==> config.mk <==
export PLATFORM = sky130hd
export DESIGN_NAME = pong_engine
export DESIGN_NICKNAME = d
export VERILOG_FILES = /design/src/rtl/pong_pkg.sv /design/src/rtl/pong_axis.sv /design/src/rtl/pong_engine.sv
export SDC_FILE = /design/constraint.sdc
export NUM_CORES = 1
export LEC_CHECK = 0
export CAP_MARGIN = 40
export CORE_ASPECT_RATIO = 0.8
export CORE_MARGIN = 5
export CORE_UTILIZATION = 35
export CTS_CLUSTER_DIAMETER = 40
export DETAILED_ROUTE_END_ITERATION = 12
export PLACE_DENSITY = 0.56
export SLEW_MARGIN = 20
export SYNTH_ARGS = -nofsm -noshare
export SYNTH_HDL_FRONTEND = slang
export SYNTH_SLANG_ARGS = --single-unit
==> constraint.sdc <==
create_clock -name clk -period 4.5 [get_ports clk]
set_input_delay 0.45 -clock clk [delete_from_list [all_inputs] [get_ports clk]]
set_output_delay 0.45 -clock clk [all_outputs]
set_load 0.005 [all_outputs]
==> src/rtl/pong_pkg.sv <==
// ============================================================================
// Module   : pong_pkg
// Purpose  : Shared types and helpers for the pong game core: FSM state
//            encoding, player indices, paddle input decode and paddle clamp.
// Revision : 1.0 - initial parametrised release
// ============================================================================
`default_nettype none

package pong_pkg;

    typedef enum logic [2:0] {
        IDLE  = 3'd0,
        SERVE = 3'd1,
        PLAY  = 3'd2,
        POINT = 3'd3,
        OVER  = 3'd4
    } state_t;

    // Player index, also used as the server / scorer flag.
    localparam logic P1 = 1'b0;
    localparam logic P2 = 1'b1;

    // Two-bit signed move request; -2 is folded onto -1 so a paddle never
    // moves more than one unit per frame.
    function automatic int move_of(input logic [1:0] m);
        case (m)
            2'b01:   return 1;
            2'b10:   return -1;
            2'b11:   return -1;
            default: return 0;
        endcase
    endfunction

    // Saturating clamp of a paddle centre into [lo, hi].
    function automatic int clamp_pos(input int v, input int lo, input int hi);
        if (v < lo) return lo;
        if (v > hi) return hi;
        return v;
    endfunction

endpackage

`default_nettype wire

==> src/rtl/pong_axis.sv <==
// ============================================================================
// Module   : pong_axis
// Purpose  : Combinational single-axis ball step. Adds velocity to position
//            in POS_W+1 bits; at or beyond either limit the position is held
//            and the velocity negated.
// Ports    : pos, vel        current position / velocity (signed)
//            lo, hi          field limits (signed)
//            next_pos        position after this step
//            next_vel        velocity after this step
//            at_edge         step would reach or cross a limit
// Revision : 1.0 - initial parametrised release
// ============================================================================
`default_nettype none

module pong_axis #(
    parameter int POS_W = 8,
    parameter int VEL_W = 4
) (
    input  logic signed [POS_W-1:0] pos,
    input  logic signed [VEL_W-1:0] vel,
    input  logic signed [POS_W-1:0] lo,
    input  logic signed [POS_W-1:0] hi,
    output logic signed [POS_W-1:0] next_pos,
    output logic signed [VEL_W-1:0] next_vel,
    output logic                    at_edge
);

    logic signed [POS_W:0] pos_ext;
    logic signed [POS_W:0] vel_ext;
    logic signed [POS_W:0] lo_ext;
    logic signed [POS_W:0] hi_ext;
    logic signed [POS_W:0] sum;

    assign pos_ext = {pos[POS_W-1], pos};
    assign vel_ext = {{(POS_W+1-VEL_W){vel[VEL_W-1]}}, vel};
    assign lo_ext  = {lo[POS_W-1], lo};
    assign hi_ext  = {hi[POS_W-1], hi};
    assign sum     = pos_ext + vel_ext;

    assign at_edge  = (sum >= hi_ext) || (sum <= lo_ext);
    assign next_pos = at_edge ? pos : sum[POS_W-1:0];
    assign next_vel = at_edge ? -vel : vel;

endmodule

`default_nettype wire

==> src/rtl/pong_engine.sv <==
// ============================================================================
// Module   : pong_engine
// Purpose  : Two-player pong core with serve/point/game-over FSM, paddle
//            collision, paddle clamping and win score. Game state advances on
//            frame ticks; IDLE/POINT/OVER transitions do not need a tick.
// Config   : PONG_SPEEDUP_EN - each paddle hit raises |vel_x| by one up to
//            MAX_VEL; every serve restores |vel_x| to one.
// Ports    : clk, reset (sync, active-high), tick (frame strobe),
//            start (leave IDLE/OVER), in_p1/in_p2 (2-bit signed move),
//            state, score_p1/score_p2, paddle_p1/paddle_p2, ball_x/ball_y,
//            hit (paddle hit pulse), point ([0] p1 / [1] p2 scored pulse),
//            winner (valid in OVER only)
// Revision : 1.0 - initial parametrised release
// ============================================================================
`default_nettype none

module pong_engine
    import pong_pkg::*;
#(
    parameter int POS_W       = 8,
    parameter int HALF        = 64,
    parameter int PAD_HALF    = 8,
    parameter int VEL_W       = 4,
    parameter int MAX_VEL     = 4,
    parameter int SCORE_W     = 4,
    parameter int WIN_SCORE   = 9,
    parameter int SERVE_TICKS = 30
) (
    input  logic                    clk,
    input  logic                    reset,
    input  logic                    tick,
    input  logic                    start,
    input  logic [1:0]              in_p1,
    input  logic [1:0]              in_p2,
    output state_t                  state,
    output logic [SCORE_W-1:0]      score_p1,
    output logic [SCORE_W-1:0]      score_p2,
    output logic signed [POS_W-1:0] paddle_p1,
    output logic signed [POS_W-1:0] paddle_p2,
    output logic signed [POS_W-1:0] ball_x,
    output logic signed [POS_W-1:0] ball_y,
    output logic                    hit,
    output logic [1:0]              point,
    output logic [1:0]              winner
);

`ifdef PONG_SPEEDUP_EN
    localparam logic SPEEDUP = 1'b1;
`else
    localparam logic SPEEDUP = 1'b0;
`endif

    localparam int                      CNT_W     = $clog2(SERVE_TICKS) + 1;
    localparam logic [CNT_W-1:0]        CNT_LAST  = CNT_W'(SERVE_TICKS - 1);
    localparam logic signed [POS_W-1:0] EDGE_HI   = POS_W'(HALF);
    localparam logic signed [POS_W-1:0] EDGE_LO   = POS_W'(-HALF);
    localparam logic signed [POS_W:0]   PAD_LIM   = (POS_W+1)'(PAD_HALF);
    localparam logic signed [VEL_W-1:0] VEL_ONE   = VEL_W'(1);
    localparam logic signed [VEL_W-1:0] VEL_MAX   = VEL_W'(MAX_VEL);
    localparam logic [SCORE_W-1:0]      SCORE_WIN = SCORE_W'(WIN_SCORE);
    localparam int                      PAD_MIN   = PAD_HALF - HALF;
    localparam int                      PAD_MAX   = HALF - PAD_HALF;

    state_t                  state_next;
    logic [CNT_W-1:0]        serve_cnt;
    logic signed [VEL_W-1:0] vel_x;
    logic signed [VEL_W-1:0] vel_y;
    logic                    server;
    logic                    scorer;

    logic signed [POS_W-1:0] y_pos_n, x_pos_n;
    logic signed [VEL_W-1:0] y_vel_n, x_vel_n;
    logic                    y_edge, x_edge;
    logic signed [POS_W-1:0] pad1_n, pad2_n;
    logic signed [POS_W:0]   dy_p1, dy_p2;
    logic                    near_p1, near_p2, x_hit, x_miss, win_now;
    logic signed [VEL_W-1:0] vx_mag, vx_mag_up, vx_hit;

    pong_axis #(.POS_W(POS_W), .VEL_W(VEL_W)) u_axis_y (
        .pos(ball_y), .vel(vel_y), .lo(EDGE_LO), .hi(EDGE_HI),
        .next_pos(y_pos_n), .next_vel(y_vel_n), .at_edge(y_edge)
    );

    pong_axis #(.POS_W(POS_W), .VEL_W(VEL_W)) u_axis_x (
        .pos(ball_x), .vel(vel_x), .lo(EDGE_LO), .hi(EDGE_HI),
        .next_pos(x_pos_n), .next_vel(x_vel_n), .at_edge(x_edge)
    );

    assign pad1_n = POS_W'(clamp_pos(int'(paddle_p1) + move_of(in_p1), PAD_MIN, PAD_MAX));
    assign pad2_n = POS_W'(clamp_pos(int'(paddle_p2) + move_of(in_p2), PAD_MIN, PAD_MAX));

    // Paddle overlap uses the pre-tick ball y and paddle centre.
    assign dy_p1   = {ball_y[POS_W-1], ball_y} - {paddle_p1[POS_W-1], paddle_p1};
    assign dy_p2   = {ball_y[POS_W-1], ball_y} - {paddle_p2[POS_W-1], paddle_p2};
    assign near_p1 = (dy_p1 <= PAD_LIM) && (dy_p1 >= -PAD_LIM);
    assign near_p2 = (dy_p2 <= PAD_LIM) && (dy_p2 >= -PAD_LIM);

    // An x edge is only a wall for the side the ball travels towards.
    assign x_hit  = x_edge && (vel_x[VEL_W-1] ? near_p1 : near_p2);
    assign x_miss = x_edge && !x_hit;

    // x_vel_n is already reversed; optionally grow its magnitude.
    assign vx_mag    = x_vel_n[VEL_W-1] ? -x_vel_n : x_vel_n;
    assign vx_mag_up = (SPEEDUP && (vx_mag < VEL_MAX)) ? vx_mag + VEL_ONE : vx_mag;
    assign vx_hit    = x_vel_n[VEL_W-1] ? -vx_mag_up : vx_mag_up;

    assign win_now = (scorer == P1) ? (score_p1 == SCORE_WIN) : (score_p2 == SCORE_WIN);
    assign winner  = (state == OVER) ? {score_p2 == SCORE_WIN, score_p1 == SCORE_WIN} : 2'b00;

    always_ff @(posedge clk) begin
        if (reset) state <= IDLE;
        else       state <= state_next;
    end

    always_comb begin
        state_next = state;
        case (state)
            IDLE:    if (start) state_next = SERVE;
            SERVE:   if (tick && (serve_cnt == CNT_LAST)) state_next = PLAY;
            PLAY:    if (tick && x_miss) state_next = POINT;
            POINT:   state_next = win_now ? OVER : SERVE;
            OVER:    if (start) state_next = SERVE;
            default: state_next = IDLE;
        endcase
    end

    always_ff @(posedge clk) begin
        if (reset) begin
            serve_cnt <= '0;
            score_p1  <= '0;
            score_p2  <= '0;
            paddle_p1 <= '0;
            paddle_p2 <= '0;
            ball_x    <= '0;
            ball_y    <= '0;
            vel_x     <= VEL_ONE;
            vel_y     <= VEL_ONE;
            server    <= P1;
            scorer    <= P1;
            hit       <= 1'b0;
            point     <= 2'b00;
        end else begin
            hit   <= 1'b0;
            point <= 2'b00;
            if (state != SERVE) serve_cnt <= '0;
            case (state)
                SERVE: begin
                    ball_x <= '0;
                    ball_y <= '0;
                    vel_y  <= VEL_ONE;
                    vel_x  <= (server == P1) ? VEL_ONE : -VEL_ONE;
                    if (tick) begin
                        serve_cnt <= serve_cnt + CNT_W'(1);
                        paddle_p1 <= pad1_n;
                        paddle_p2 <= pad2_n;
                    end
                end
                PLAY: begin
                    if (tick) begin
                        paddle_p1 <= pad1_n;
                        paddle_p2 <= pad2_n;
                        ball_y    <= y_pos_n;
                        vel_y     <= y_vel_n;
                        if (x_hit) begin
                            vel_x <= vx_hit;
                            hit   <= 1'b1;
                        end else if (x_miss) begin
                            // The player who missed serves next.
                            if (vel_x[VEL_W-1]) begin
                                score_p2 <= score_p2 + SCORE_W'(1);
                                point    <= 2'b10;
                                server   <= P1;
                                scorer   <= P2;
                            end else begin
                                score_p1 <= score_p1 + SCORE_W'(1);
                                point    <= 2'b01;
                                server   <= P2;
                                scorer   <= P1;
                            end
                        end else begin
                            ball_x <= x_pos_n;
                        end
                    end
                end
                OVER: begin
                    if (start) begin
                        score_p1  <= '0;
                        score_p2  <= '0;
                        paddle_p1 <= '0;
                        paddle_p2 <= '0;
                        server    <= P1;
                    end
                end
                default: ;
            endcase
        end
    end

endmodule

`default_nettype wire

# Word-level counts from Yosys, hierarchy flattened
# Cells that the tools add are included.
[word_totals] register_bits=62 latchBits=0 ramBits=0 romBits=0 in_bits=8 output_inout_bits=48 elab_cells=171 n_memories=0
[classes] n_addsub=13 mul=0 div_mod_pow=0 order_cmp=12 n_eq_ne=29 shift=0 muxes=70 n_bitwise=4 n_reduce_logical=29
[op_table] operator="8-bit 2-to-1 mux" count=17
[op_table] operator="32-bit one-hot mux with 2 select lines" count=2
[op_table] operator="4-bit 2-to-1 mux" count=17
[op_table] operator="8-bit by 32-bit adder with 32-bit output" count=2
[op_table] operator="32-bit by 7-bit > comparator with 1-bit output, second input constant" count=2
[op_table] operator="32-bit by 7-bit < comparator with 1-bit output, second input constant" count=2
[op_table] operator="8-bit one-hot mux with 2 select lines" count=4
[op_table] operator="4-bit one-hot mux with 2 select lines" count=4
[op_table] operator="2-bit inequality test, second input constant" count=12
[op_table] operator="8-bit by 4-bit adder with 9-bit output" count=2
[op_table] operator="9-bit by 4-bit greater-or-equal comparator with 1-bit output, second input constant" count=2
[op_table] operator="9-bit by 8-bit greater-or-equal comparator with 1-bit output, second input constant" count=2
[op_table] operator="9-bit by 5-bit <= comparator with 1-bit output, second input constant" count=2
[op_table] operator="9-bit by 7-bit <= comparator with 1-bit output, second input constant" count=2
[op_table] operator="6-bit 2-to-1 mux" count=3
[op_table] operator="8-bit by 8-bit subtractor with 9-bit output" count=2
[op_table] operator="4-bit negator" count=4
[op_table] operator="1-bit 2-to-1 mux" count=15
[op_table] operator="3-bit AND reduction" count=5
[op_table] operator="3-bit 2-to-1 mux" count=4
[op_table] operator="3-bit one-hot mux with 4 select lines" count=1
[op_table] operator="6-bit AND reduction" count=2
[op_table] operator="5-bit AND reduction" count=2
[op_table] operator="4-bit by 1-bit adder with 4-bit output, second input constant" count=2
[op_table] operator="other kinds (22)" count=45

# Depth between registers and ports, before layout
# Gate-level depths: netlist of the first run.
[logic_depth] depth_word=11 mapped_depth=20 ltp_nobuf=20

# Modules after synthesis
# Synthesis of the first run repeated with hierarchy kept, for this count alone.
[unflattened] hier_cells=911 area_unflattened_um2=7349.5
[modules_own_cells] mod="pong_engine" instances=1 cells_each=647 area_per_inst_um2=5207.5 seq_area_each_um2=1241.2
[modules_own_cells] mod="pong_axis" instances=2 cells_each=132 area_per_inst_um2=1071.0 seq_area_each_um2=0.0

# Worst setup path after synthesis of the first run
# Ideal clock, no wire load.
[synth_timing] path_kind="in2reg" from="input port in_p2[1]" to="register paddle_p2[3]" setup_time_ns=0.117 t_arrival_ns=4.503 required_ns=4.383 slack_ns=-0.120 stages=17 cell_sequence="clkbuf_1 -> ha_1 -> a21o_1 -> a21oi_1 -> o21ai_0 -> a2111oi_0 -> nor3_1 -> nand2_1 -> nand2_1 -> fa_1 -> or4bb_1 -> nor4b_1 -> nand4_1 -> a21oi_1 -> a41o_1 -> nand3b_1 -> a22o_1"
[synth_between] elab_chain_len=11 word_cells_on_any_way=17 cone_classes="add/sub: 1; order compare: 2; eq/ne: 3; mux: 10; reduce/logical: 1"
[synth_rtl] element="start, declared" line="pong_engine.sv:34" rtl="input logic [1:0] in_p2,"
[synth_rtl] element="2-bit equality test" line="pong_pkg.sv:26" rtl="case (m)"
[synth_rtl] element="2-bit OR reduction (no line)"
[synth_rtl] element="32-bit one-hot mux with 2 select lines (*)" line="pong_pkg.sv:26"
[synth_rtl] element="8-bit by 32-bit adder with 32-bit output (*)" line="pong_engine.sv:90" rtl="assign pad2_n = POS_W'(clamp_pos(int'(paddle_p2) + move_of(in_p2), PAD_MIN, PAD_MAX));"
[synth_rtl] element="32-bit by 7-bit < comparator with 1-bit output / 32-bit by 7-bit > comparator with 1-bit output (equally long branches)" line="pong_pkg.sv:36, pong_pkg.sv:37"
[synth_rtl] element="8-bit 2-to-1 mux / 1-bit 2-to-1 mux (equally long branches)" line="pong_pkg.sv:36, pong_pkg.sv:37"
[synth_rtl] element="8-bit 2-to-1 mux / 1-bit 2-to-1 mux (equally long branches)" line="pong_pkg.sv:37" rtl="if (v > hi) return hi;"
[synth_rtl] element="8-bit 2-to-1 mux" line="pong_pkg.sv:38" rtl="return v;"
[synth_rtl] element="8-bit 2-to-1 mux (*)" line="pong_pkg.sv:37"
[synth_rtl] element="8-bit 2-to-1 mux (*)" line="pong_engine.sv:152, pong_engine.sv:159"
[synth_rtl] element="8-bit one-hot mux with 2 select lines (*)" line="pong_engine.sv:146" rtl="case (state)"
[synth_rtl] element="end signal, assigned" line="pong_engine.sv:155" rtl="paddle_p2 <= pad2_n;"
[synth_rtl] element="end signal, assigned" line="pong_engine.sv:161" rtl="paddle_p2 <= pad2_n;"
[synth_rtl] element="end, declared" line="pong_engine.sv:39" rtl="output logic signed [POS_W-1:0] paddle_p2,"
# Every way passes the cells marked *; elsewhere a longest branch is shown, timed or not. The select of a mux whose other input is x is not followed.
# A chain may end at the register's enable or synchronous reset.

# Worst setup path after layout of the first run
[layout_timing] from="input port in_p1[1]" to="register paddle_p1[0]"
[layout_between] elab_chain_len=11 word_cells_on_any_way=16 cone_classes="add/sub: 1; order compare: 2; eq/ne: 3; mux: 9; reduce/logical: 1"
[layout_rtl] element="start, declared" line="pong_engine.sv:33" rtl="input logic [1:0] in_p1,"
[layout_rtl] element="2-bit equality test" line="pong_pkg.sv:26"
[layout_rtl] element="2-bit OR reduction (no line)"
[layout_rtl] element="32-bit one-hot mux with 2 select lines (*)" line="pong_pkg.sv:26"
[layout_rtl] element="8-bit by 32-bit adder with 32-bit output (*)" line="pong_engine.sv:89" rtl="assign pad1_n = POS_W'(clamp_pos(int'(paddle_p1) + move_of(in_p1), PAD_MIN, PAD_MAX));"
[layout_rtl] element="32-bit by 7-bit > comparator with 1-bit output" line="pong_pkg.sv:37"
[layout_rtl] element="1-bit 2-to-1 mux (2 in series)" line="pong_pkg.sv:37"
[layout_rtl] element="8-bit 2-to-1 mux" line="pong_pkg.sv:38"
[layout_rtl] element="8-bit 2-to-1 mux (*)" line="pong_pkg.sv:37"
[layout_rtl] element="8-bit 2-to-1 mux (*)" line="pong_engine.sv:152, pong_engine.sv:159"
[layout_rtl] element="8-bit one-hot mux with 2 select lines (*)" line="pong_engine.sv:146"
[layout_rtl] element="end signal, assigned" line="pong_engine.sv:154" rtl="paddle_p1 <= pad1_n;"
[layout_rtl] element="end signal, assigned" line="pong_engine.sv:160" rtl="paddle_p1 <= pad1_n;"
[layout_rtl] element="end, declared" line="pong_engine.sv:38" rtl="output logic signed [POS_W-1:0] paddle_p1,"
# Marked as above.

==> run summary, run 1 <==
## Status
- complete, no violations — status

## Final layout
- 14.8% — layout cell share with drive strength beyond 1
- dfxtp_1 — most common cell after layout, fill and taps aside
- dfxtp_1, nor2_1, ha_1, inv_1, buf_4 — most frequent cells in the layout
- 1572 — Layout fillers
- 892 — NumNets Final
- 28.4% — Syn-to-layout area delta
- 0 — number of inserted diodes
- 1020 — final cell count without fillers

## Worst setup path
- paddle_p2[1]$_SDFFE_PP0P_ — Worst R2R Start
- input port to register — kind of critical path
- in_p1[1] — origin of the worst setup path
- input port — category of the worst setup path launch point
- 4.54 ns — worst endpoint data arrival time
- 3 — maximum fanout along the worst path
- 4.78 ns — Crit path required time
- register — critical path capture point type

## Power and ir drop
- 0.164 mV — maximum resistive drop on vdd
- 2.99 nW — leakage power summed over all cells
- 240 nW/um^2 — power per standard cell area

## Timing
- 0 — fin. max-slew vios
- 0.452 ns — hold slack
- 0.685 ns — Tightest Pin Transition
- 0.235 GHz — Max Clk Rate
- 0.00559 ns — Post-Route Skew
- 0 — number of failing hold endpoints at the final stage
- 54.0% — Max transition margin
- 94.7% — Final period util
- 0 ns — Fin Setup TNS
- 4.26 ns — final worst path period need
- 0 — Finish-stage setup viols

## Clock tree
- 62 — Sink Count
- built — TritonCTS clock tree
- clkbuf_16 — clock root buffer master
- 3 — H-tree lvl count
- 0 — number of hold-repair buffers added at the cts stage
- 9 — TritonCTS Buffers
- 2 — Max Root-Sink Buffers
- 0.33 ns — insertion delay to the later sink of the worst-skew pair
- 0.05 ns — clk slew on worst S/H paths

## Synthesis
- 5810 um^2 — cell area after technology mapping
- 783 — synthesized netlist net count
- 0 — Warnings, synthesis
- 8.47 um^2 — Mapped Avg Cell Area
- 0 — number of enable-type register cells in the synthesized netlist
- 62 — Synth Register Bits
- 686 — post-synthesis instance total
- 0% — ys async rst share
- 74 — unique cell type count in the Yosys netlist
- 21.4% — proportion of synthesized chip area in sequential cells
- dfxtp_1 — predominant post-synthesis flop cell

## GRT
- 0 — antenna violations before repair
- 34 — pin count of the biggest net entering global routing
- 5347 — via count of the first global-routing pass
- 16.4% — total routing usage reported by global routing
- 0 — leftover overflow at the end of global routing
- 26500 um — global-route wire length before repair

## Drt
- 5.36 — via count normalized by instance count
- 15.5 um — routed length per instance
- 0 — DRC
- 0 — count of nets left with antenna violations after detail routing
- 4 — router iterations before antenna repair
- 5463 — vias
- 15800 um — total wire length after detailed routing
- 323 — number of design-rule violations left by the first detailed-router iteration

## Floorplan
- 35.4% — Initial Util
- 56 — ports placed on the boundary
- 125 um — chip height
- 19300 um^2 — die area
- 42 — number of standard-cell rows in the floorplan
- 154 um — Chip Width
- 16400 um^2 — core area

## Placement
- 55 — count of port buffers added during placement
- 993 — number of placed instances, taps included
- 12200 um — HPWL after detailed placement
- 0.861 — weighted congestion at the end of routability-driven global placement

## Hold path
- server$_SDFFE_PP0P_ — Worst Hold Launch
- register to register — worst hold path class

## Job
- 0 — count of maximum capacitance violations

[power by group]
| group | internal (mW) | switching [mW] |
|---|---|---|
| clock network | 0.457 | 0.259 |
| logic | 0.217 | 0.272 |
| registers | 0.561 | 0.0200 |
| total | 1.24 | 0.552 |
[critical path, stage by stage]
cell and delay (ns):
clkdlybuf4s50_1 0.47, or2_2 0.11, ha_1 0.15, inv_1 0.06, fa_1 0.41, nor2b_1 0.13
o21ai_1 0.09, a21boi_1 0.21, o21ai_1 0.09, a21boi_1 0.19, or2_2 0.15, a21o_1 0.16
inv_1 0.09, fa_1 0.52, nor4bb_2 0.25, nand4_1 0.14, nor4_2 0.22, o21ai_1 0.11
a211oi_2 0.19, o21bai_2 0.18, a32o_1 0.18
[repair_timing]
item                                    CTS  global route
hold endpoints to repair                  0             0
pin swaps                                 4            21
gates resized for setup                  12            30
cloned                                    0             0
endpoints found under the setup margin    9            12
setup buffers                             7             4
[area by class of cell]
class / instances / area (um^2) / share of cell area, %
Inverter: 58 / 218 / 2.92
Clock buffer: 11 / 253 / 3.39
Timing Repair Buffer: 110 / 968 / 13.0
Clock inverter: 5 / 57.6 / 0.772
Multi-Input combinational cell: 554 / 4450 / 59.6
Tap cell: 220 / 275 / 3.69
Sequential cell: 62 / 1240 / 16.6
[metal layers]
metal / track usage, % / up-vias / share of wire [%]
met4: 4.57 / 0 / 1.3
met2: 25.1 / 94 / 45
met1: 23.0 / 2638 / 49
met3: 3.94 / 21 / 4.4
li1: - / 2710 / -
met5: 0 / - / 0
[logic make-up (layout without fill, tap and decap cells)]
logic type | Yosys count | after routing | synth area share [%]
AND/OR/NAND/NOR | 242 | 242 | 21.9
buffers and inverters | 70 | 184 | 4.52
adder cells (fa/ha/maj) | 89 | 89 | 23.3
flip-flops | 62 | 62 | 21.4
multiplexers | 9 | 9 | 1.59
AO/OA/AOI/OAI | 184 | 184 | 22.8
XOR/XNOR | 30 | 30 | 4.52
[synth_stat cells (all sizes together), types with 4 or more instances]
library cell / n / area (um^2)
a211oi: 7 / 62.6
a21o: 11 / 82.6
a21oi: 48 / 240
a22o: 9 / 78.8
a31oi: 7 / 43.8
a32o: 4 / 40.0
a41o: 4 / 40.0
and2: 9 / 56.3
and3: 4 / 25.0
clkbuf: 12 / 45.0
dfxtp: 62 / 1240
fa: 32 / 641
ha: 57 / 713
inv: 56 / 210
mux2i: 7 / 70.1
nand2: 54 / 203
nand2b: 10 / 62.6
nand3: 15 / 75.1
nand3b: 6 / 45.0
nand4: 5 / 31.3
nand4b: 4 / 35.0
nor2: 57 / 214
nor2b: 14 / 95.1
nor3: 21 / 105
nor4: 8 / 50.1
nor4b: 4 / 41.3
nor4bb: 4 / 40.0
o21a: 5 / 37.5
o21ai: 31 / 155
o21bai: 4 / 30.0
o311ai: 4 / 50.1
o31ai: 8 / 65.1
or2: 11 / 68.8
or3: 7 / 43.8
xnor2: 19 / 166
xor2: 11 / 96.3
[registers in the layout, summed over array words and instances, names as in the netlist, 2 cells and up]
name	cells
ball_x	8
ball_y	8
paddle_p1	8
paddle_p2	8
point	2
score_p1	4
score_p2	4
serve_cnt	6
state	3
vel_x	4
vel_y	4
[metrics by stage]
stage	area, um^2	setup WS, ns	util (%)	power (mW)
final	7460	0.237	45.5	1.79
after detailed placement	6920	-0.477	42.2	1.05
after global placement	6920	-0.479	42.2	1.04
after global routing	7460	-0.0274	45.5	1.88
after floorplan	5810	0.123	-	0.906
after CTS	7310	-0.0170	44.6	1.78
[path summary, 6_finish.rpt]
path                               end  slack (ns)  depth (start not counted)
max          paddle_p1[0]$_SDFFE_PP0P_        0.24                         21
min                server$_SDFFE_PP0P_        0.45                          2
max reg2reg  paddle_p2[3]$_SDFFE_PP0P_        0.33                         18
min reg2reg        server$_SDFFE_PP0P_        0.45                          2
No activity file was read; power rests on OpenSTA's default activity.
==> inputs of run 2 (changes only) <==
--- a/config.mk
+++ b/config.mk
@@ -12,6 +12,7 @@
 export CTS_CLUSTER_DIAMETER = 40
 export DETAILED_ROUTE_END_ITERATION = 12
 export PLACE_DENSITY = 0.56
+export SETUP_SLACK_MARGIN = 0.15
 export SLEW_MARGIN = 20
 export SYNTH_ARGS = -nofsm -noshare
 export SYNTH_HDL_FRONTEND = slang
==> run 2 against run 1 <==
  * Core utilization grew 0.44 points
  * Final cell count fell by 0.20%
  * Clock skew rose by 0.0012 ns
  * Fmax grew 1.1%
  * First-iteration DRC count shrank 18%
  * Sequential power barely moved
  * Non-clock buffer count decreased by 2
  * Total power increased by 1.4%
  * Via count down 0.24%
  * Critical path depth fell by 2
  * Hold slack improved by 0.015 ns
  * Cell area increased by 0.97%
  * Critical path type is now register to register
==> run summary, run 2 (synthesized netlist as in run 1, its figures left out) <==
## Hold path
- register to register — worst hold path class, unchanged
- 2 — Hold Path Cell Cnt, unchanged

## Clock tree
- 62 — Sink Count, unchanged
- 3 — H-tree lvl count, unchanged
- clkbuf_16 — clock root buffer master, unchanged
- 9 — TritonCTS Buffers, unchanged
- 0 — number of hold-repair buffers added at the cts stage, unchanged
- 0.06 ns — clk slew on worst S/H paths, was 0.05 ns
- built — TritonCTS clock tree, unchanged
- 2 — Max Root-Sink Buffers, unchanged
- 0.34 ns — insertion delay to the later sink of the worst-skew pair, was 0.33 ns

## Final layout
- 1018 — final cell count without fillers, was 1020
- 1580 — Layout fillers, was 1572
- dfxtp_1, nor2_1, ha_1, nand2_1, buf_4 — most frequent cells in the layout, was dfxtp_1, nor2_1, ha_1, inv_1, buf_4
- 7530 um^2 — final cell area excluding filler cells, was 7460 um^2
- 29.7% — Syn-to-layout area delta, was 28.4%
- 890 — NumNets Final, was 892
- dfxtp_1 — most common cell after layout, fill and taps aside, unchanged
- 16.3% — layout cell share with drive strength beyond 1, was 14.8%
- 0 — number of inserted diodes, unchanged

## Timing
- 46.4% — Max transition margin, was 54.0%
- 0.237 GHz — Max Clk Rate, was 0.235 GHz
- 0 — Finish-stage setup viols, unchanged
- 0 ns — Fin Setup TNS, unchanged
- 93.7% — Final period util, was 94.7%
- 0.00674 ns — Post-Route Skew, was 0.00559 ns
- 0.801 ns — Tightest Pin Transition, was 0.685 ns
- 4.22 ns — final worst path period need, was 4.26 ns
- 0 — fin. max-slew vios, unchanged
- 0 — number of failing hold endpoints at the final stage, unchanged
- false — setup repair after global routing missed its margin

## Floorplan
- 16400 um^2 — core area, unchanged
- 125 um — chip height, unchanged
- 19300 um^2 — die area, unchanged
- 42 — number of standard-cell rows in the floorplan, unchanged
- 154 um — Chip Width, unchanged
- 35.4% — Initial Util, unchanged
- 56 — ports placed on the boundary, unchanged

## Power and ir drop
- 241 nW/um^2 — power per standard cell area, was 240 nW/um^2
- 32.1% — power share of the sequential group, was 32.5%
- 567 uW — switching power, was 552 uW
- 3.01 nW — leakage power summed over all cells, was 2.99 nW
- 0.177 mV — maximum resistive drop on vdd, was 0.164 mV
- 27.9% — part of the total power dissipated in combinational logic, was 27.4%
- 40.0% — clock network power share, was 40.1%
- 1.25 mW — internal power, was 1.24 mW
- 31.3% — switching portion of total power, was 30.9%

## GRT
- 5459 — via count of the first global-routing pass, was 5347
- 16.7% — total routing usage reported by global routing, was 16.4%
- 0 — antenna violations before repair, unchanged
- 0 — leftover overflow at the end of global routing, unchanged
- 19 — pin count of the biggest net entering global routing, was 34
- 27000 um — global-route wire length before repair, was 26500 um

## Drt
- 0 — count of nets left with antenna violations after detail routing, unchanged
- 15.9 um — routed length per instance, was 15.5 um
- 5.35 — via count normalized by instance count, was 5.36
- 16200 um — total wire length after detailed routing, was 15800 um
- 5 — router iterations before antenna repair, was 4
- 265 — number of design-rule violations left by the first detailed-router iteration, was 323
- 0 — DRC, unchanged
- 5450 — vias, was 5463

## Worst setup path
- 0.49 ns — delay of the slowest critical-path stage, was 0.52 ns
- ha_4 > inv_2 > fa_2 > nor2b_1 > o21ai_1 > a21boi_1 > o21ai_1 > a21boi_1 > or2_4 > a21o_1 > inv_2 > buf_6 > fa_1 > nor4b_2 > nand3_1 > nor3_2 > o311ai_4 > a21o_1 > a22oi_1 — CP Cell Sequence, was clkdlybuf4s50_1 > or2_2 > ha_1 > inv_1 > fa_1 > nor2b_1 > o21ai_1 > a21boi_1 > o21ai_1 > a21boi_1 > or2_2 > a21o_1 > inv_1 > fa_1 > nor4bb_2 > nand4_1 > nor4_2 > o21ai_1 > a211oi_2 > o21bai_2 > a32o_1
- register — critical path capture point type, unchanged
- 4 — maximum fanout along the worst path, was 3
- compound AO/OA/AOI/OAI gates — category of cells accounting for the largest share of critical-path delay, unchanged
- 4.75 ns — Crit path required time, was 4.78 ns
- 19 — number of stages on the worst setup path, was 21
- register to register — kind of critical path, was input port to register
- 4.47 ns — worst endpoint data arrival time, was 4.54 ns
- fa_1 — standard cell with the maximum stage delay on the critical path, unchanged
- register — category of the worst setup path launch point, was input port
- 19 — path depth of the worst reg2reg path, was 18
- 3 — buffering stage count on the worst path with inverters included, unchanged

## Status
- complete, no violations — status, unchanged

## Job
- 0 — count of maximum capacitance violations, unchanged

## Placement
- 55 — count of port buffers added during placement, unchanged
- 993 — number of placed instances, taps included, unchanged
- 12400 um — HPWL after detailed placement, was 12200 um
- 0.871 — weighted congestion at the end of routability-driven global placement, was 0.861
- 6920 um^2 — Post-Place Cell Area, unchanged

==> run 2: cell types whose count changed in the layout (fill, tap and decap cells not counted), moves of 3 or more <==
cell   previous run  this run
buf_4            55        52
fa_1             30        26
fa_2              2         6
inv_1            55        51
inv_2             1         5
==> run 2: repair_timing <==
action,4_1_cts,5_1_grt
gates resized for setup,23,44
endpoints found under the setup margin,12,12
setup buffers,1,8
pin swaps,13,36
==> run 2: area by class of cell <==
cell class                 count  area, um^2  area share (%)
sequential                    62        1240            16.5
clock buffer                  12         256            3.41
clock inverter                 4        55.1           0.731
inverter                      58         218            2.89
timing repair buffer         108         962            12.8
tap                          220         275            3.65
multi-input combinational    554        4520            60.1
==> run 2: worst paths after layout <==
path | from | endpoint | slack, ns
worst min register to register | server$_SDFFE_PP0P_ | server$_SDFFE_PP0P_ | 0.47
worst max register to register | paddle_p1[0]$_SDFFE_PP0P_ | paddle_p1[5]$_SDFFE_PP0P_ | 0.28
worst max-delay path | paddle_p1[0]$_SDFFE_PP0P_ | paddle_p1[5]$_SDFFE_PP0P_ | 0.28
worst min-delay path | server$_SDFFE_PP0P_ | server$_SDFFE_PP0P_ | 0.47
==> run 2: power groups by stage <==
stage          combinational, mW  clock (mW)  sequential, mW
3_3_place_gp               0.448           0           0.594
4_1_cts                    0.473       0.739           0.582
6_report                   0.506       0.725           0.582
3_5_place_dp               0.458           0           0.594
5_1_grt                    0.557       0.763           0.585
2_1_floorplan              0.317           0           0.589
==> run 2: metrics by stage <==
step                power, mW  hold slack [ns]  setup WS, ns  utilization, %
global route             1.90            0.491         0.105            45.9
detailed placement       1.05            0.453        -0.496            42.2
CTS                      1.79            0.461         0.155            44.5
floorplan               0.906            0.426         0.151               -
finish                   1.81            0.467         0.284            45.9
global placement         1.04            0.452        -0.497            42.2
==> run 2: worst register-to-register path: cells and delay by family (launching register included) <==
family          cells  cell delay, ns
fa+ha+maj           3            1.04
flops               1            0.48
simple gates        5            0.98
buf+inv             3            0.22
compound gates      8            1.41
==> run 2: layer usage <==
metal  global-route usage [%]  wire [um]
met1                     23.6       7730
met2                     26.2       7430
met3                     3.70        807
met4                     3.58        187
met5                        0          0
==> RTL edit 1, RTL diff (flow settings as in run 1) <==
`SCORE_W`: 4 -> 6.
--- a/src/rtl/pong_engine.sv
+++ b/src/rtl/pong_engine.sv
@@ -22,7 +22,7 @@
     parameter int PAD_HALF    = 8,
     parameter int VEL_W       = 4,
     parameter int MAX_VEL     = 4,
-    parameter int SCORE_W     = 4,
+    parameter int SCORE_W     = 6,
     parameter int WIN_SCORE   = 9,
     parameter int SERVE_TICKS = 30
 ) (
Ports: changed (resized score_p1 and score_p2); port bits go from 56 to 60. No check against the original RTL was run, so the function may have changed too.
==> RTL edit 1 against run 1 <==
Synthesized area rose by 5.6%. Clock skew fell by 1.2 ps. Sequential cell count rose by 4. Power fell by 8.0%. Synthesized cell count rose by 7.0%. Final area rose by 4.5%. First-iteration DRC count fell by 36%. Worst setup slack got worse by 110 ps. Maximum frequency fell by 2.5%. Routed wire length rose by 2.9%. Via count rose by 5.2%. Largest power group unchanged. Highest routed layer unchanged.
==> RTL edit 1: results (changes against run 1) <==
[cells_and_area]
fill_cells = 1675  ; was 1572
buffers_excl_clock = 107  ; was 110
n_all_inverters = 54  ; was 58
final_common_cell = nor2_1  ; was dfxtp_1
multi_input_area_mm2 = 0.00473  ; was 0.00445 mm2
layout.nets = 931  ; was 892
final-clk-cell-share_pct = 3.74  ; was 4.16%
multi_input_gates = 596  ; was 554
drive_gt1_share_pct = 14.4  ; was 14.8%

[critical_path]
regToRegEndpoint = paddle_p2[2]$_SDFFE_PP0P_  ; was paddle_p2[3]$_SDFFE_PP0P_
cp_top_family = simple AND/OR/NAND/NOR gates  ; was compound AO/OA/AOI/OAI gates
slowest_stage = fa_2  ; was fa_1

[power_and_ir_drop]
clockPowerShare_pct = 41.1  ; was 40.1%
ir_worst_vdd_mv = 0.179  ; was 0.164 mV

[detailed_routing]
wirelength_um = 16300  ; was 15800 um
dr.pass1.iters = 5  ; was 4
viasPerCell = 5.40  ; was 5.36

[yosys]
yosysSeqAreaShare_pct = 21.5  ; was 21.4%
syn-instance-count = 734  ; was 686

[hold_path]
hp-start = ball_x[3]$_SDFFE_PP0P_  ; was server$_SDFFE_PP0P_

[placement]
gp_congestion = 0.892  ; was 0.861
port_buffers = 59  ; was 55
dp.cells = 1045  ; was 993

[status]
status = completed  ; unchanged

[global_route]
grt_max_degree = 40  ; was 34
grt_pass1_vias = 5693  ; was 5347

[timing]
fin_hold_ws_ps = 472  ; was 452 ps

-- RTL edit 1: cell types whose count changed in the layout (fill, tap and decap cells not counted), sizes merged, moves of 5 or more --
cell and delta:
a211o +5, a21oi +11, a31oi -5, buf -7, nand4 +8, nor2 +14, o21a +6, or3 +9
-- RTL edit 1: routing by layer --
metal  global-route usage, %  vias up  routed length, um
li1                        -     2868                  -
met1                    22.0     2755               8040
met2                    26.1      101               7350
met3                    3.30       21                652
met4                    4.91        0                248
met5                       0        -                  0
-- RTL edit 1: cell families (layout without fill, tap and decap cells) --
group | after synthesis | count (layout) | synth area share [%]
buf+inv | 72 | 176 | 4.71
flops | 66 | 66 | 21.5
compound gates | 200 | 200 | 23.0
simple gates | 271 | 271 | 23.4
mux | 6 | 6 | 1.04
fa+ha+maj | 89 | 89 | 22.1
xor+xnor | 30 | 30 | 4.28
-- RTL edit 1: timing repair --
action,4_1_cts,5_1_grt
buffers inserted,0,3
pin swaps,0,31
cloned,0,0
endpoints found under the setup margin,5,12
gates resized for setup,4,48
==> RTL edit 2, RTL diff (config.mk and constraints of run 1) <==
Made on the original files. Make the reset (`reset`) asynchronous in 2 clocked blocks.
--- a/src/rtl/pong_engine.sv
+++ b/src/rtl/pong_engine.sv
@@ -107,7 +107,7 @@
     assign win_now = (scorer == P1) ? (score_p1 == SCORE_WIN) : (score_p2 == SCORE_WIN);
     assign winner  = (state == OVER) ? {score_p2 == SCORE_WIN, score_p1 == SCORE_WIN} : 2'b00;
 
-    always_ff @(posedge clk) begin
+    always_ff @(posedge clk or posedge reset) begin
         if (reset) state <= IDLE;
         else       state <= state_next;
     end
@@ -124,7 +124,7 @@
         endcase
     end
 
-    always_ff @(posedge clk) begin
+    always_ff @(posedge clk or posedge reset) begin
         if (reset) begin
             serve_cnt <= '0;
             score_p1  <= '0;
Formal check against the unedited RTL: differs if reset is asserted again (counterexample within 4 cycles, from zero or initial values and one cycle with reset high); with reset held inactive, the same outputs for 10 cycles.
==> RTL edit 2 against run 1 <==
Worst setup slack worse by 83 ps. Sequential cell count stayed put. Routed wire length is 7.5% higher. Synthesized area is 6.6% higher. Global-route usage is 0.14 points lower. Sequential share of layout area is 2.8 points higher. Final area is 7.3% higher. Maximum frequency is 1.9% lower.
Power is not compared: it rests on default switching activity, and its combinational part moved more than twofold at a synthesized area within 25%.
==> RTL edit 2: results (changes against run 1) <==
[status]
status = completed  ; unchanged

[yosys]
avgSynthCellArea_um2 = 9.00  ; was 8.47 um2
synth_cell_types = 78  ; was 74

[global_route]
grtUsageMet3_pct = 2.79  ; was 3.94%
grt_use_total_pct = 16.2  ; was 16.4%
grtUsageMet2_pct = 26.1  ; was 25.1%
grt_pass1_wl_um = 27700  ; was 26500 um

[placement]
dpl_cell_area_mm2 = 0.00748  ; was 0.00692 mm2
dpl.hpwl_um = 13200  ; was 12200 um
dp.cells = 1019  ; was 993
gp_congestion = 0.862  ; was 0.861

[cells_and_area]
final-clk-cell-share_pct = 3.47  ; was 4.16%
multi_input_area_mm2 = 0.00457  ; was 0.00445 mm2
area_delta_synth_final_pct = 29.3  ; was 28.4%
drive_gt1_share_pct = 17.2  ; was 14.8%
layout.nonclk_buf_share_pct = 13.5  ; was 13.0%
nFlopsAndLatches = 62  ; unchanged
n_all_inverters = 62  ; was 58

[hold_path]
hold_class = input port to asynchronous set/reset pin  ; was flop to flop

[detailed_routing]
dr.first_iter.drc_count = 271  ; was 323
via_count = 5733  ; was 5463
dr.pass1.iters = 7  ; was 4
met2_wirelength_um = 7760  ; was 7140 um
wl_met1_um = 8430  ; was 7790 um
wirelength_um = 17000  ; was 15800 um

[critical_path]
crit_start = in_p2[0]  ; was in_p1[1]
r2r_cells = 19  ; was 18
slowest_delay_ps = 440  ; was 520 ps
cp-endpoint = paddle_p2[1]$_DFFE_PP0P_  ; was paddle_p1[0]$_SDFFE_PP0P_

[clock_tree]
cts_resized = 9  ; was 12

[timing]
fin_crit_sh_pct = 96.6  ; was 94.7%

## RTL edit 2: cell types whose count changed in the layout (fill, tap and decap cells not counted), moves of 6 or more
cell	run 1	this run
nand2b_1	10	20
o21ai_0	25	34
nand2_1	54	46
dfrtp_1	0	60
dfxtp_1	62	0
nor2b_1	13	6
o22ai_1	1	9
nand3_1	15	8
buf_4	55	64
nor4_1	5	11
nor2_1	57	47
a21oi_1	44	25
xnor2_1	19	9
## RTL edit 2: power by group through the flow
stage	clock network, W	logic (W)	registers [W]
2_1_floorplan	0	0.00217	0.000861
6_report	0.000650	0.00346	0.000928
4_1_cts	0.000667	0.00329	0.000931
3_5_place_dp	0	0.00324	0.000940
3_3_place_gp	0	0.00315	0.000936
5_1_grt	0.000691	0.00382	0.000956
## RTL edit 2: kinds of logic after synthesis
logic type      Yosys count  synth area share, %
compound gates          194                 22.3
flops                    62                 25.1
fa+ha+maj                89                 21.9
xor+xnor                 23                 3.25
simple gates            230                 20.5
buf+inv                  76                 4.61
mux                      14                 2.38
